===== src/rtl/board_input_controller.sv =====
// board_input_controller: front-panel input stage for the whack-a-mole board.
// Debounces the four direction buttons and ROT_CENTER, filters and decodes the
// ROT_A/ROT_B quadrature encoder, and keeps the 4x4 cursor (oCell = row*4+col).
// Build option: define BOARD_WRAP_EN to make button moves wrap within the
// row/column instead of saturating at the grid edge.
module board_input_controller #(
  parameter int DEBOUNCE_CYCLES   = 500000,
  parameter int ROT_FILTER_CYCLES = 1000,
  parameter int CNT_W             = 20
) (
  input  logic       Clock,
  input  logic       Reset,
  input  logic       BTN_NORTH,
  input  logic       BTN_SOUTH,
  input  logic       BTN_EAST,
  input  logic       BTN_WEST,
  input  logic       ROT_CENTER,
  input  logic       ROT_A,
  input  logic       ROT_B,
  output logic [3:0] oCell,
  output logic       oMoved,
  output logic       oEnter,
  output logic       oDropped
);
  // Input bit order: 0 north, 1 south, 2 east, 3 west, 4 center, 5 A, 6 B.
  // Bits below NBTN use the button debounce length, the rest the rotary filter.
  localparam int NIN  = 7;
  localparam int NBTN = 5;
  localparam logic [CNT_W-1:0] BTN_LIM = CNT_W'(DEBOUNCE_CYCLES - 1);
  localparam logic [CNT_W-1:0] ROT_LIM = CNT_W'(ROT_FILTER_CYCLES - 1);

  logic [NIN-1:0]            raw, sync1, sync2, deb, deb_n;
  logic [NIN-1:0][CNT_W-1:0] cnt, cnt_n;
  logic [5:0]                press;    // registered rising edges of deb[5:0]
  logic                      rot_ccw;  // filtered B level alongside press[5]
  logic [1:0]                row, col;
  logic [4:0]                moves;
  logic                      dropped_n;
  logic [3:0]                cell_n;

  assign raw = {ROT_B, ROT_A, ROT_CENTER, BTN_WEST, BTN_EAST, BTN_SOUTH, BTN_NORTH};

  // Two-flop synchronizer on every raw input
  always_ff @(posedge Clock or posedge Reset) begin
    if (Reset) begin
      sync1 <= '0;
      sync2 <= '0;
    end else begin
      sync1 <= raw;
      sync2 <= sync1;
    end
  end

  // Stability counters: a level changes only after LIM+1 consecutive
  // disagreeing samples; any agreeing sample restarts the count
  always_comb begin
    deb_n = deb;
    cnt_n = '0;
    for (int i = 0; i < NIN; i++) begin
      if (sync2[i] != deb[i]) begin
        if (cnt[i] == ((i < NBTN) ? BTN_LIM : ROT_LIM)) deb_n[i] = sync2[i];
        else                                            cnt_n[i] = cnt[i] + CNT_W'(1);
      end
    end
  end

  // Debounced levels, counters and one-cycle press strobes
  always_ff @(posedge Clock or posedge Reset) begin
    if (Reset) begin
      deb     <= '0;
      cnt     <= '0;
      press   <= '0;
      rot_ccw <= 1'b0;
    end else begin
      deb     <= deb_n;
      cnt     <= cnt_n;
      press   <= deb_n[5:0] & ~deb[5:0];
      rot_ccw <= deb[6];
    end
  end

  // Enter is a pure strobe; it leaves the board one cycle ahead of any
  // move raised in the same cycle, so the board sees the old cell with it.
  assign oEnter = press[4];

  assign row   = oCell[3:2];
  assign col   = oCell[1:0];
  assign moves = {press[5], press[3:0]};
  // More than one move candidate this cycle: all but the winner are lost
  assign dropped_n = |(moves & (moves - 5'd1));

  // Priority move select: north > south > east > west > rotary
  always_comb begin
    cell_n = oCell;
    if (press[0]) begin
`ifdef BOARD_WRAP_EN
      cell_n = {row - 2'd1, col};
`else
      cell_n = {(row == 2'd0) ? row : row - 2'd1, col};
`endif
    end else if (press[1]) begin
`ifdef BOARD_WRAP_EN
      cell_n = {row + 2'd1, col};
`else
      cell_n = {(row == 2'd3) ? row : row + 2'd1, col};
`endif
    end else if (press[2]) begin
`ifdef BOARD_WRAP_EN
      cell_n = {row, col - 2'd1};
`else
      cell_n = {row, (col == 2'd0) ? col : col - 2'd1};
`endif
    end else if (press[3]) begin
`ifdef BOARD_WRAP_EN
      cell_n = {row, col + 2'd1};
`else
      cell_n = {row, (col == 2'd3) ? col : col + 2'd1};
`endif
    end else if (press[5]) begin
      // Rotary steps walk the linear index and wrap mod 16 in both builds
      cell_n = rot_ccw ? oCell - 4'd1 : oCell + 4'd1;
    end
  end

  // Cursor register plus moved/dropped strobes
  always_ff @(posedge Clock or posedge Reset) begin
    if (Reset) begin
      oCell    <= '0;
      oMoved   <= 1'b0;
      oDropped <= 1'b0;
    end else begin
      oCell    <= cell_n;
      oMoved   <= (cell_n != oCell);
      oDropped <= dropped_n;
    end
  end

endmodule


===== config.mk =====
export PLATFORM = sky130hd
export DESIGN_NAME = board_input_controller
export DESIGN_NICKNAME = d
export VERILOG_FILES = /design/src/rtl/board_input_controller.sv
export SDC_FILE = /design/constraint.sdc
export NUM_CORES = 1
export LEC_CHECK = 0
export ABC_AREA = 1
export CORE_UTILIZATION = 60
export CTS_CLUSTER_DIAMETER = 120
export CTS_CLUSTER_SIZE = 10
export DETAILED_ROUTE_END_ITERATION = 12
export DONT_BUFFER_PORTS = 1
export GPL_TIMING_DRIVEN = 0
export PLACE_DENSITY = 0.73
export SYNTH_ARGS = -nofsm -noshare
export SYNTH_HDL_FRONTEND = slang
export SYNTH_SLANG_ARGS = --single-unit

===== constraint.sdc =====
create_clock -name Clock -period 13.1 [get_ports Clock]
set_clock_uncertainty 0.1 [all_clocks]
set_input_delay 1.965 -clock Clock [delete_from_list [all_inputs] [get_ports Clock]]
set_output_delay 1.965 -clock Clock [all_outputs]
set_load 0.05 [all_outputs]

# Word level (Yosys, flattened, before mapping)

Cells that the tools add are included.

Add/subtract/negate cells: 14
Equal/unequal tests: 17
Mux-type cells: 36
Bitwise logic cells: 3
Reduce and logical (&&, ||, !) cells: 4

Operator list:

| kind                  | count |
|---|---|
| $mux 20               | 14 |
| $add 20x1->20 const B | 7 |
| $eq 20x19->1 const B  | 5 |
| $eq 20x10->1 const B  | 2 |
| $mux 4                | 6 |
| $mux 1                | 12 |
| $mux 2                | 4 |
| $ne 1x1->1            | 7 |
| $and 6x6->6           | 1 |
| $not 6->6             | 1 |
| $and 5x5->5           | 1 |
| $reduce_or 5->1       | 1 |
| $sub 5x1->5 const B   | 1 |
| $add 2x1->2 const B   | 2 |
| $add 4x1->4 const B   | 1 |
| $eq 2x2->1 const B    | 2 |
| $logic_not 2->1       | 2 |
| $ne 4x4->1            | 1 |
| $sub 2x1->2 const B   | 2 |
| $sub 4x1->4 const B   | 1 |
| $reduce_and 2->1      | 1 |

Flip-flop bits (word level): 174
Output and inout bits: 7
Logic and storage cells: 90

# Longest topological paths before layout

Gate-level depths: netlist of the first run.

Word-level depth: 8
Depth in mapped cells: 12

# Least setup slack after synthesis of the first run

OpenSTA, ideal clock, no wires.

Kind: register -> output
From: register oCell[0]
To: output oCell[0]
Arrival: 0.696 ns
Required time: 11.035 ns
Slack: 10.339 ns
Stages on the path, launching flop included: 1
Cell sequence: dfrtp_1

RTL lines:

| what                   | RTL line | source |
|---|---|---|
| from (decl)            | 20       | `output logic [3:0] oCell,` |
| from (signal assigned) | 132      | `oCell <= cell_n;` |

No word-level cell between the ends.

# Worst setup path after layout of the first run

From: register oCell[1]
To: output oCell[1]

No word-level cell between the ends.

==> qor.tcl, run 1 <==
set qor(max-vdd-ir-drop_mv) 0.104
set qor(n_antenna_cell) 0
set qor(detailedRoute.firstPassIterationCount) 6
set qor(synth_edf_count) 0
set qor(maxCapViolations) 0
set qor(net-switching-power_uw) 236
set qor(postRouteAntennaNets) 0
set qor(clk-insertion-delay-late_ns) 0.43
set qor(power.combinational.fraction) 0.030
set qor(power.internal_uw) 823
set qor(synth.yosys.seq_area_share) 0.462
set qor(drt_drc_violations_left) 0
set qor(dp_hpwl_mm) 14.0
set qor(p_seq_frac) 0.520
set qor(syn_area_mm2) 0.00943
set qor(netlist-cell-type-count) 35
set qor(max_freq_mhz) 304
set qor(first_global_vias) 7333
set qor(power_frac_clock) 0.450
set qor(synth_ff_type) {dfrtp_1}
set qor(die_width_um) 127
set qor(postCtsHoldBufs) 0
set qor(synthArstFlopShare) 1.00
set qor(routed_wire_length_per_instance_um) 13.1
set qor(crit_path_start_kind) {register}
set qor(cts-htree-levels) 4
set qor(area_growth_syn_to_layout_pct) 9.00
set qor(numClockSinks) 174
set qor(post_cts_resized) 0
set qor(num_rows) 45
set qor(power.density_mw_per_mm2) 103
set qor(clk_transition_reported_paths_ns) 0.07
set qor(global_route.overflow_total) 0
set qor(finalSetupViolations) 0
set qor(report.power.total_mw) 1.06
set qor(gp_routability_congestion) 0.913
set qor(synth_seq_cells) 174
set qor(timing.final.crit_period_ns) 3.29
set qor(worst-setup-path-type) {reg2out}
set qor(grt_antenna_before_repair) 0
set qor(globalRouteTotalUtil) 0.256
set qor(pin_count_of_the_biggest_net_entering_global_routing) 118
set qor(post-cts-setup-buffer-count) 0
set qor(floorplan.initialDensity) 0.618
set qor(die_outline_area_mm2) 0.0162
set qor(final_period_util) 0.251
set qor(clk_root_buffer_cell) {clkbuf_16}
set qor(boundaryPins) 16
set qor(synth_nets) 1252
set qor(tritoncts) {done}
set qor(die_height_um) 127
set qor(synth_warnings) 0
set qor(synthCells) 1233
set qor(num_cts_buffers) 17
set qor(min_path_type) {reg2reg}
set qor(fin_nets) 1272
set qor(via_per_inst) 5.32
set qor(grt_pass1_wl_mm) 33.4
set qor(arrival_time_at_the_worst_endpoint_ns) 1.22
set qor(timing.critical_path.to_type) {output port}
set qor(tns_ns) 0
set qor(switching_share) 0.223
set qor(worst-slew-pin-transition_ns) 0.701
set qor(numPortBuffers) 0
set qor(clk_path_buf_depth) 2
set qor(totalWireLength_mm) 19.3
set qor(detailroute.via_count) 7853
set qor(core-area_mm2) 0.0153
set qor(syn_avg_cell_area_um2) 7.65
set qor(drv_slew) 0
set qor(critical_path.max_fanout) 7
set qor(fraction_of_final_layout_cells_with_drive_strength_greater_than_1) 0.0633
set qor(worstPathRequired_ns) 11.03
set qor(final_hold_viol_count) 0
set qor(drt_iter0_markers) 510
set qor(slew-limit-headroom) 0.532
set qor(unrepaired_setup_endpoints_after_global_routing) {no}
set qor(p_leak_nw) 4.34
set qor(status) {complete, no violations}
==> path summary, 6_finish.rpt <==
path | from | end | slack, ns | cells after the start
worst max-delay path | oCell[1] | oCell[1] | 9.81 | 0
worst min-delay path | sync1[0] | sync2[0] | 0.25 | 0
worst max register to register | oCell[1] | oMoved | 10.99 | 10
worst min register to register | sync1[0] | sync2[0] | 0.25 | 0
max in group asynchronous | Reset | cnt[68] | 10.73 | 2
min in group asynchronous | Reset | sync1[5] | 1.30 | 1
==> state kept, by name, indices dropped and copies added (netlist names) <==
register and cells:
rot_ccw 1, deb 7, cnt 140, sync2 7, oDropped 1, press 6
oCell 4, sync1 7, oMoved 1
==> cell type report <==
type	instances	area, um2
plain buffers	3	11.3
clock buffers	22	464
clock inverters	8	85.1
fillers	1314	4980
inverters	161	612
multi-input cells	895	4460
flip-flops and latches	174	4350
well taps	211	264
repair buffers	1	27.5
==> kinds of logic after synthesis <==
logic type | synth area share
buf+inv | 0.0653
simple gates | 0.363
xor+xnor | 0.0622
flops | 0.462
compound gates | 0.0341
fa+ha+maj | 0.0141
==> metal layers <==
metal  vias up  global-route usage  share of wire
li1       3989                   -              -
met1      3656               0.354           0.48
met2       182               0.413           0.46
met3        26              0.0469          0.043
met4         0              0.0777          0.010
met5         -                   0              0
==> synth_stat cells, drive strengths merged, types with 5 or more instances <==
library cell  count  area [um2]
a21oi            20         100
nand2           271        1030
xor2             62         543
inv             160         601
nor3b            14         125
dfrtp           174        4350
a31oi             7        43.8
nand3            88         453
nand4            50         319
nor4              5        31.3
xnor2             5        43.8
nor2            255        1040
ha                9         113
nor3             67         355
o21ai            27         139
or2               5        31.3
==> per-stage QoR <==
| stage | area [um2] | hold slack [ns] | setup slack [ns] | util | std cells |
|---|---|---|---|---|---|
| global placement | 9690 | 0.233 | 4.53 | 0.635 | 1444 |
| global route | 10300 | 0.254 | 9.77 | 0.674 | 1475 |
| finish | 10300 | 0.248 | 9.81 | 0.674 | 1475 |
| floorplan | 9430 | 0.231 | 6.32 | - | 1233 |
| CTS | 10300 | 0.250 | 9.78 | 0.674 | 1475 |
| detailed placement | 9730 | 0.235 | 10.24 | 0.638 | 1445 |
==> placed cells by master (no fill, tap or decap), types with 2 or more instances in the layout <==
cell and n:
nand2_1 266, nor2_1 232, dfrtp_1 174, inv_1 153
nand3_1 87, nor3_1 63, xor2_1 62, nand4_1 49
o21ai_0 26, a21oi_1 20, nor2_2 18, clkbuf_16 17
nor3b_1 10, ha_1 9, a31oi_1 7, clkbuf_1 6
inv_2 6, nor4_1 5, xnor2_1 5, nand2_2 5
nor2_4 5, clkinvlp_4 5, nor3_2 4, nor3b_2 4
or2_2 4, o21bai_1 3, and2_1 2, clkbuf_8 2
inv_6 2
==> power by group through the flow <==
stage | Clock, mW | Combinational, mW | Sequential, mW
after floorplan | 0 | 0.0237 | 0.559
after CTS | 0.488 | 0.0333 | 0.550
final | 0.476 | 0.0320 | 0.550
after global routing | 0.507 | 0.0383 | 0.551
after global placement | 0 | 0.0310 | 0.560
after detailed placement | 0 | 0.0331 | 0.560
No activity file was read; power rests on OpenSTA's default activity.
==> run 2: changes to the inputs <==
- CORE_UTILIZATION: 60 -> 58
- clock period: 13.1 -> 2.8 ns (I/O delays scaled with it)
==> run 2 against run 1 <==
  * Via count shrank 1.1%
  * Hold slack gained 0.0032 ns
  * Sequential power grew to 4.7 times the previous value
  * Critical path type is now reg2reg
==> qor.tcl, run 2 (synthesized netlist as in run 1, its figures left out) <==
set qor(status) {complete, no violations}
set qor(max-vdd-ir-drop_mv) 0.558 ;# +440%
set qor(pin_count_of_the_biggest_net_entering_global_routing) 44 ;# -63%
set qor(final_period_util) 0.749
set qor(fraction_of_final_layout_cells_with_drive_strength_greater_than_1) 0.0681 ;# +0.00484
set qor(first_global_vias) 7033 ;# -4.1%
set qor(timing.critical_path.to_type) {register}
set qor(layout.area.seq_mm2) 0.00435 ;# unchanged
set qor(largest_reg_flops) 140 ;# unchanged
set qor(layout_commonest_cell) {nand2_1}
set qor(worst-slew-pin-transition_ns) 0.692 ;# -0.00894 ns
set qor(critical_path.max_fanout) 7 ;# unchanged
set qor(die_height_um) 130 ;# +1.7%
set qor(switching_share) 0.230 ;# +0.00721
set qor(power.internal_mw) 3.86 ;# +370%
set qor(power.density_mw_per_mm2) 481 ;# +370%
set qor(detailedRoute.firstPassIterationCount) 5 ;# -1
set qor(floorplan.initialDensity) 0.594 ;# -0.0244
set qor(hold-worst-slack_ns) 0.251 ;# +0.00323 ns
set qor(power_frac_clock) 0.454 ;# +0.004
set qor(clk_path_buf_depth) 2 ;# unchanged
set qor(net-switching-power_mw) 1.15 ;# +390%
set qor(fin_nets) 1283 ;# +0.86%
set qor(p_seq_frac) 0.513 ;# -0.007
set qor(boundaryPins) 16 ;# unchanged
set qor(arrival_time_at_the_worst_endpoint_ns) 2.37 ;# +1.15 ns
set qor(numClockSinks) 174 ;# unchanged
set qor(drt_drc_violations_left) 0 ;# unchanged
set qor(clk-insertion-delay-late_ns) 0.43 ;# about the same
set qor(post_cts_resized) 0 ;# unchanged
set qor(worst_case_setup_slack_after_placement_ns) 0.714 ;# -9.52 ns
set qor(postRouteAntennaNets) 0 ;# unchanged
set qor(routed_wire_length_per_instance_um) 12.6 ;# -4.0%
set qor(setup_ws_ns) 0.703 ;# -9.11 ns
set qor(final_hold_viol_count) 0 ;# unchanged
set qor(die_outline_area_mm2) 0.0168 ;# +3.4%
set qor(gp_routability_congestion) 0.947 ;# +3.8%
set qor(totalWireLength_mm) 18.8 ;# -2.8%
set qor(dp_cells) 1453 ;# +0.55%
set qor(globalRouteTotalUtil) 0.241 ;# -0.0148
set qor(via_per_inst) 5.20 ;# -2.3%
set qor(grt_pass1_wl_mm) 32.1 ;# -4.0%
set qor(stdcell_count) 1493 ;# +1.2%
set qor(numPortBuffers) 0 ;# unchanged
set qor(global_route.overflow_total) 0 ;# unchanged
set qor(maxCapViolations) 0 ;# unchanged
set qor(cts-htree-levels) 4 ;# unchanged
set qor(max_freq_mhz) 477
set qor(most-common-layout-cells) {nand2_1 (266), nor2_1 (232), dfrtp_1 (174), inv_1 (153), nand3_1 (87)}
set qor(drt_iter0_markers) 441 ;# -14%
set qor(num_rows) 46 ;# +2.2%
set qor(n_antenna_cell) 0 ;# unchanged
set qor(clk_transition_reported_paths_ns) 0.07 ;# about the same
set qor(register_with_the_most_flip_flops) {cnt}
set qor(area_growth_syn_to_layout_pct) 10.7
set qor(slew-limit-headroom) 0.538 ;# +0.00596
set qor(num_cts_buffers) 17 ;# unchanged
set qor(power.combinational.fraction) 0.033 ;# +0.003
set qor(clk_root_buffer_cell) {clkbuf_16}
set qor(dp_hpwl_mm) 13.9 ;# -1.1%
set qor(finalSetupViolations) 0 ;# unchanged
set qor(multi_input_comb_area_mm2) 0.00446 ;# unchanged
set qor(core-area_mm2) 0.0159 ;# +4.1%
set qor(drv_slew) 0 ;# unchanged
set qor(report.power.total_mw) 5.02 ;# +370%
set qor(tritoncts) {done}
set qor(die_width_um) 130 ;# +1.7%
set qor(worst-setup-path-type) {reg2reg}
set qor(final.fill_count) 1394 ;# +6.1%
set qor(worstPathRequired_ns) 3.07 ;# -7.96 ns
set qor(min_path_type) {reg2reg}
set qor(timing.final.crit_period_ns) 2.10
set qor(grt_antenna_before_repair) 0 ;# unchanged
set qor(detailroute.via_count) 7768 ;# -1.1%
set qor(p_leak_nw) 4.42 ;# +1.7%
set qor(crit_path_start_kind) {register}
set qor(unrepaired_setup_endpoints_after_global_routing) {no}
-- run 2: path summary, 6_finish.rpt --
kind | start | to | cells past startpoint | slack [ns]
max reg2reg | oCell[1] | oMoved | 10 | 0.70
max in group asynchronous | Reset | cnt[113] | 4 | 1.24
min in group asynchronous | Reset | cnt[51] | 2 | 0.46
min reg2reg | sync1[1] | sync2[1] | 0 | 0.25
min | sync1[1] | sync2[1] | 0 | 0.25
max | oCell[1] | oMoved | 10 | 0.70
-- run 2: metrics by stage --
stage,setup TNS [ns],util,area (um2)
2_1_floorplan,0,-,9430
3_3_place_gp,-144.41,0.611,9700
3_5_place_dp,0,0.616,9780
4_1_cts,0,0.657,10400
5_1_grt,0,0.657,10400
6_report,0,0.657,10400
-- run 2: timing repair --
item | 4_1_cts | 5_1_grt
hold buffers | 8 | 0
buffers inserted | 0 | 0
setup endpoints to repair | 0 | 0
endpoints found under the hold margin | 32 | 0
-- run 2: power groups by stage --
stage	combinational (mW)	clock, mW	sequential [mW]
floorplan	0.112	0	2.62
global placement	0.145	0	2.62
detailed placement	0.162	0	2.62
CTS	0.172	2.34	2.57
global route	0.193	2.44	2.58
finish	0.166	2.28	2.57
-- run 2: cell type report --
type / count / area share
multi-input cells: 895 / 0.427
flip-flops and latches: 174 / 0.417
inverters: 161 / 0.0583
clock buffers: 19 / 0.0424
well taps: 216 / 0.0259
repair buffers: 12 / 0.0153
clock inverters: 13 / 0.0125
plain buffers: 3 / 0.00108
-- run 2: worst max-delay path, stage by stage, from the launching register on --
cell	delay (ns)
dfrtp_1	0.79
fa_1	0.53
nand3_1	0.08
o21ai_0	0.08
nand2_1	0.06
nand2_1	0.06
nand2_1	0.07
nand3_1	0.08
nand2_1	0.11
inv_1	0.04
nand2_1	0.04
-- run 2: routing by layer --
layer  wire (um)  GRT usage
met2        8360      0.375
met5           0          0
met4         221     0.0636
met3         835     0.0582
met1        9350      0.340
==> run 3: changes to the inputs <==
- CORE_UTILIZATION: 58 -> 60
- clock period: 2.8 -> 2 ns (I/O delays scaled with it)
==> run 3 against run 2 <==
  * Utilization grew 2.8 points
  * Critical path type unchanged
  * Final area increased by 0.11%
  * Largest power group unchanged
  * Hold slack got worse by 0.0031 ns
  * Register-to-register slack worse by 0.61 ns
==> qor.tcl, run 3 (synthesized netlist as in run 1, its figures left out) <==
set qor(register_with_the_most_flip_flops) {cnt}
set qor(totalWireLength_mm) 19.0 ;# +1.3%
set qor(via_per_inst) 5.25 ;# +0.83%
set qor(grt_antenna_before_repair) 0 ;# unchanged
set qor(dp_hpwl_mm) 14.1 ;# +1.5%
set qor(clk_path_buf_depth) 2 ;# unchanged
set qor(clk_root_buffer_cell) {clkbuf_16}
set qor(drt_iter0_markers) 508 ;# +15%
set qor(fraction_of_final_layout_cells_with_drive_strength_greater_than_1) 0.0720 ;# +0.00392
set qor(clk-insertion-delay-late_ns) 0.43 ;# about the same
set qor(slew-limit-headroom) 0.569 ;# +0.0304
set qor(worst-slew-pin-transition_ns) 0.647 ;# -0.0457 ns
set qor(p_seq_frac) 0.512 ;# about the same
set qor(global_route.overflow_total) 0 ;# unchanged
set qor(unrepaired_setup_endpoints_after_global_routing) {yes}
set qor(timing.critical_path.to_type) {register}
set qor(grt_pass1_wl_mm) 32.9 ;# +2.5%
set qor(power_frac_clock) 0.455 ;# about the same
set qor(finalSetupViolations) 0 ;# unchanged
set qor(num_cts_buffers) 17 ;# unchanged
set qor(gp_routability_congestion) 0.900 ;# -5.0%
set qor(routed_wire_length_per_instance_um) 12.8 ;# +1.6%
set qor(num_rows) 45 ;# -2.2%
set qor(drt_drc_violations_left) 0 ;# unchanged
set qor(n_antenna_cell) 0 ;# unchanged
set qor(power.internal_mw) 5.46 ;# +41%
set qor(die_height_um) 127 ;# -1.7%
set qor(crit_path_start_kind) {register}
set qor(clk_transition_reported_paths_ns) 0.07 ;# about the same
set qor(boundaryPins) 16 ;# unchanged
set qor(timing.rr.end) {oMoved}
set qor(hold-worst-slack_ns) 0.248 ;# -0.00313 ns
set qor(most-common-layout-cells) {nand2_1 (266), nor2_1 (232), dfrtp_1 (170), inv_1 (153), nand3_1 (87)}
set qor(critical_path.max_fanout) 7 ;# unchanged
set qor(fin_nets) 1283 ;# unchanged
set qor(tritoncts) {done}
set qor(first_global_vias) 7253 ;# +3.1%
set qor(max-vdd-ir-drop_mv) 0.630 ;# +13%
set qor(switching_share) 0.224 ;# -0.00553
set qor(area_growth_syn_to_layout_pct) 10.8
set qor(worst-setup-path-type) {reg2reg}
set qor(die_outline_area_mm2) 0.0162 ;# -3.3%
set qor(floorplan.initialDensity) 0.618 ;# +0.0244
set qor(numClockSinks) 174 ;# unchanged
set qor(numPortBuffers) 0 ;# unchanged
set qor(tns_ns) 0 ;# unchanged
set qor(final_hold_viol_count) 0 ;# unchanged
set qor(cts-htree-levels) 4 ;# unchanged
set qor(die_width_um) 127 ;# -1.7%
set qor(status) {complete, no violations}
set qor(arrival_time_at_the_worst_endpoint_ns) 2.12 ;# -0.25 ns
set qor(timing.final.crit_period_ns) 1.91 ;# -0.188 ns
set qor(postRouteAntennaNets) 0 ;# unchanged
set qor(min_path_type) {in2async}
set qor(worstPathRequired_ns) 2.22 ;# -0.85 ns
set qor(globalRouteTotalUtil) 0.254 ;# +0.0125
set qor(pin_count_of_the_biggest_net_entering_global_routing) 45 ;# +2.3%
set qor(power.density_mw_per_mm2) 674 ;# +40%
set qor(maxCapViolations) 0 ;# unchanged
set qor(report.power.total_mw) 7.04 ;# +40%
set qor(core-area_mm2) 0.0153 ;# -3.9%
set qor(max_freq_mhz) 524 ;# +9.9%
set qor(detailroute.via_count) 7806 ;# +0.49%
set qor(worst-r2r-setup-slack_ns) 0.09 ;# -0.61 ns
set qor(drv_slew) 0 ;# unchanged
set qor(crit_reg_reg_startpoint) {oCell[1]}
set qor(utilization_after_layout) 0.685 ;# +0.0277
set qor(power.combinational.fraction) 0.033 ;# about the same
set qor(post-cts-setup-buffer-count) 0 ;# unchanged
set qor(p_leak_nw) 4.42 ;# about the same
set qor(reg2regPathDepth) 10 ;# unchanged
set qor(net-switching-power_mw) 1.58 ;# +37%
set qor(largest_reg_flops) 140 ;# unchanged
set qor(detailedRoute.firstPassIterationCount) 5 ;# unchanged
set qor(layout_commonest_cell) {nand2_1}
set qor(final_period_util) 0.954 ;# +0.205
run 3: changes by cell type in the layout (fill, tap and decap cells not counted), sizes merged:
cell      before  now
inv          165  162
clkbuf        22   24
clkinv         4    6
clkinvlp       4    3
run 3: final cells by class:
cell class                 instances  area (um2)
tap                              211         264
sequential                       174        4360
inverter                         161         608
buffer                             3        11.3
fill                            1296        4810
clock inverter                    11         108
clock buffer                      21         470
timing repair buffer              12         160
multi-input combinational        895        4460
run 3: critical path, stage by stage (launching register included):
cell,delay (ns)
dfrtp_4,0.59
fa_1,0.54
nand3_1,0.07
o21ai_1,0.08
nand2_1,0.06
nand2_1,0.08
nand2_1,0.06
nand3_1,0.07
nand2_1,0.05
inv_1,0.05
nand2_1,0.04
run 3: per-stage QoR:
| step | cells | worst slack, ns | cell area (um2) |
|---|---|---|---|
| final | 1488 | 0.0913 | 10400 |
| after floorplan | 1233 | -0.625 | 9430 |
| after global routing | 1488 | -0.0214 | 10400 |
| after global placement | 1444 | -1.47 | 9700 |
| after CTS | 1488 | 0.0462 | 10400 |
| after detailed placement | 1448 | -0.112 | 9780 |
run 3: power by group through the flow:
stage               logic, mW  registers, mW  clock network, mW
finish                  0.234           3.60               3.20
global route            0.274           3.61               3.42
global placement        0.204           3.67                  0
floorplan               0.156           3.66                  0
CTS                     0.241           3.60               3.28
detailed placement      0.226           3.67                  0
run 3: timing repair:
item / 4_1_cts / 5_1_grt
gates resized for setup: 3 / 5
endpoints found under the setup margin: 1 / 9
pin swaps: 0 / 3
gates cloned: 0 / 0
hold buffers: 8 / 0
endpoints found under the hold margin: 97 / 0
run 3: routing by layer:
layer | wire length [um] | global-route usage
met5 | 0 | 0
met4 | 222 | 0.0714
met3 | 751 | 0.0536
met2 | 8830 | 0.406
met1 | 9200 | 0.351
run 3: worst max-delay path by stage:
stage / start / slack [ns] / endpoint
finish: oCell[1] / 0.09 / oMoved
global route: oCell[1] / -0.02 / oMoved
CTS: oCell[0] / 0.05 / oMoved
detailed placement: oCell[1] / -0.11 / oMoved
global placement: Reset / -1.47 / cnt[115]
floorplan: Reset / -0.62 / cnt[0]
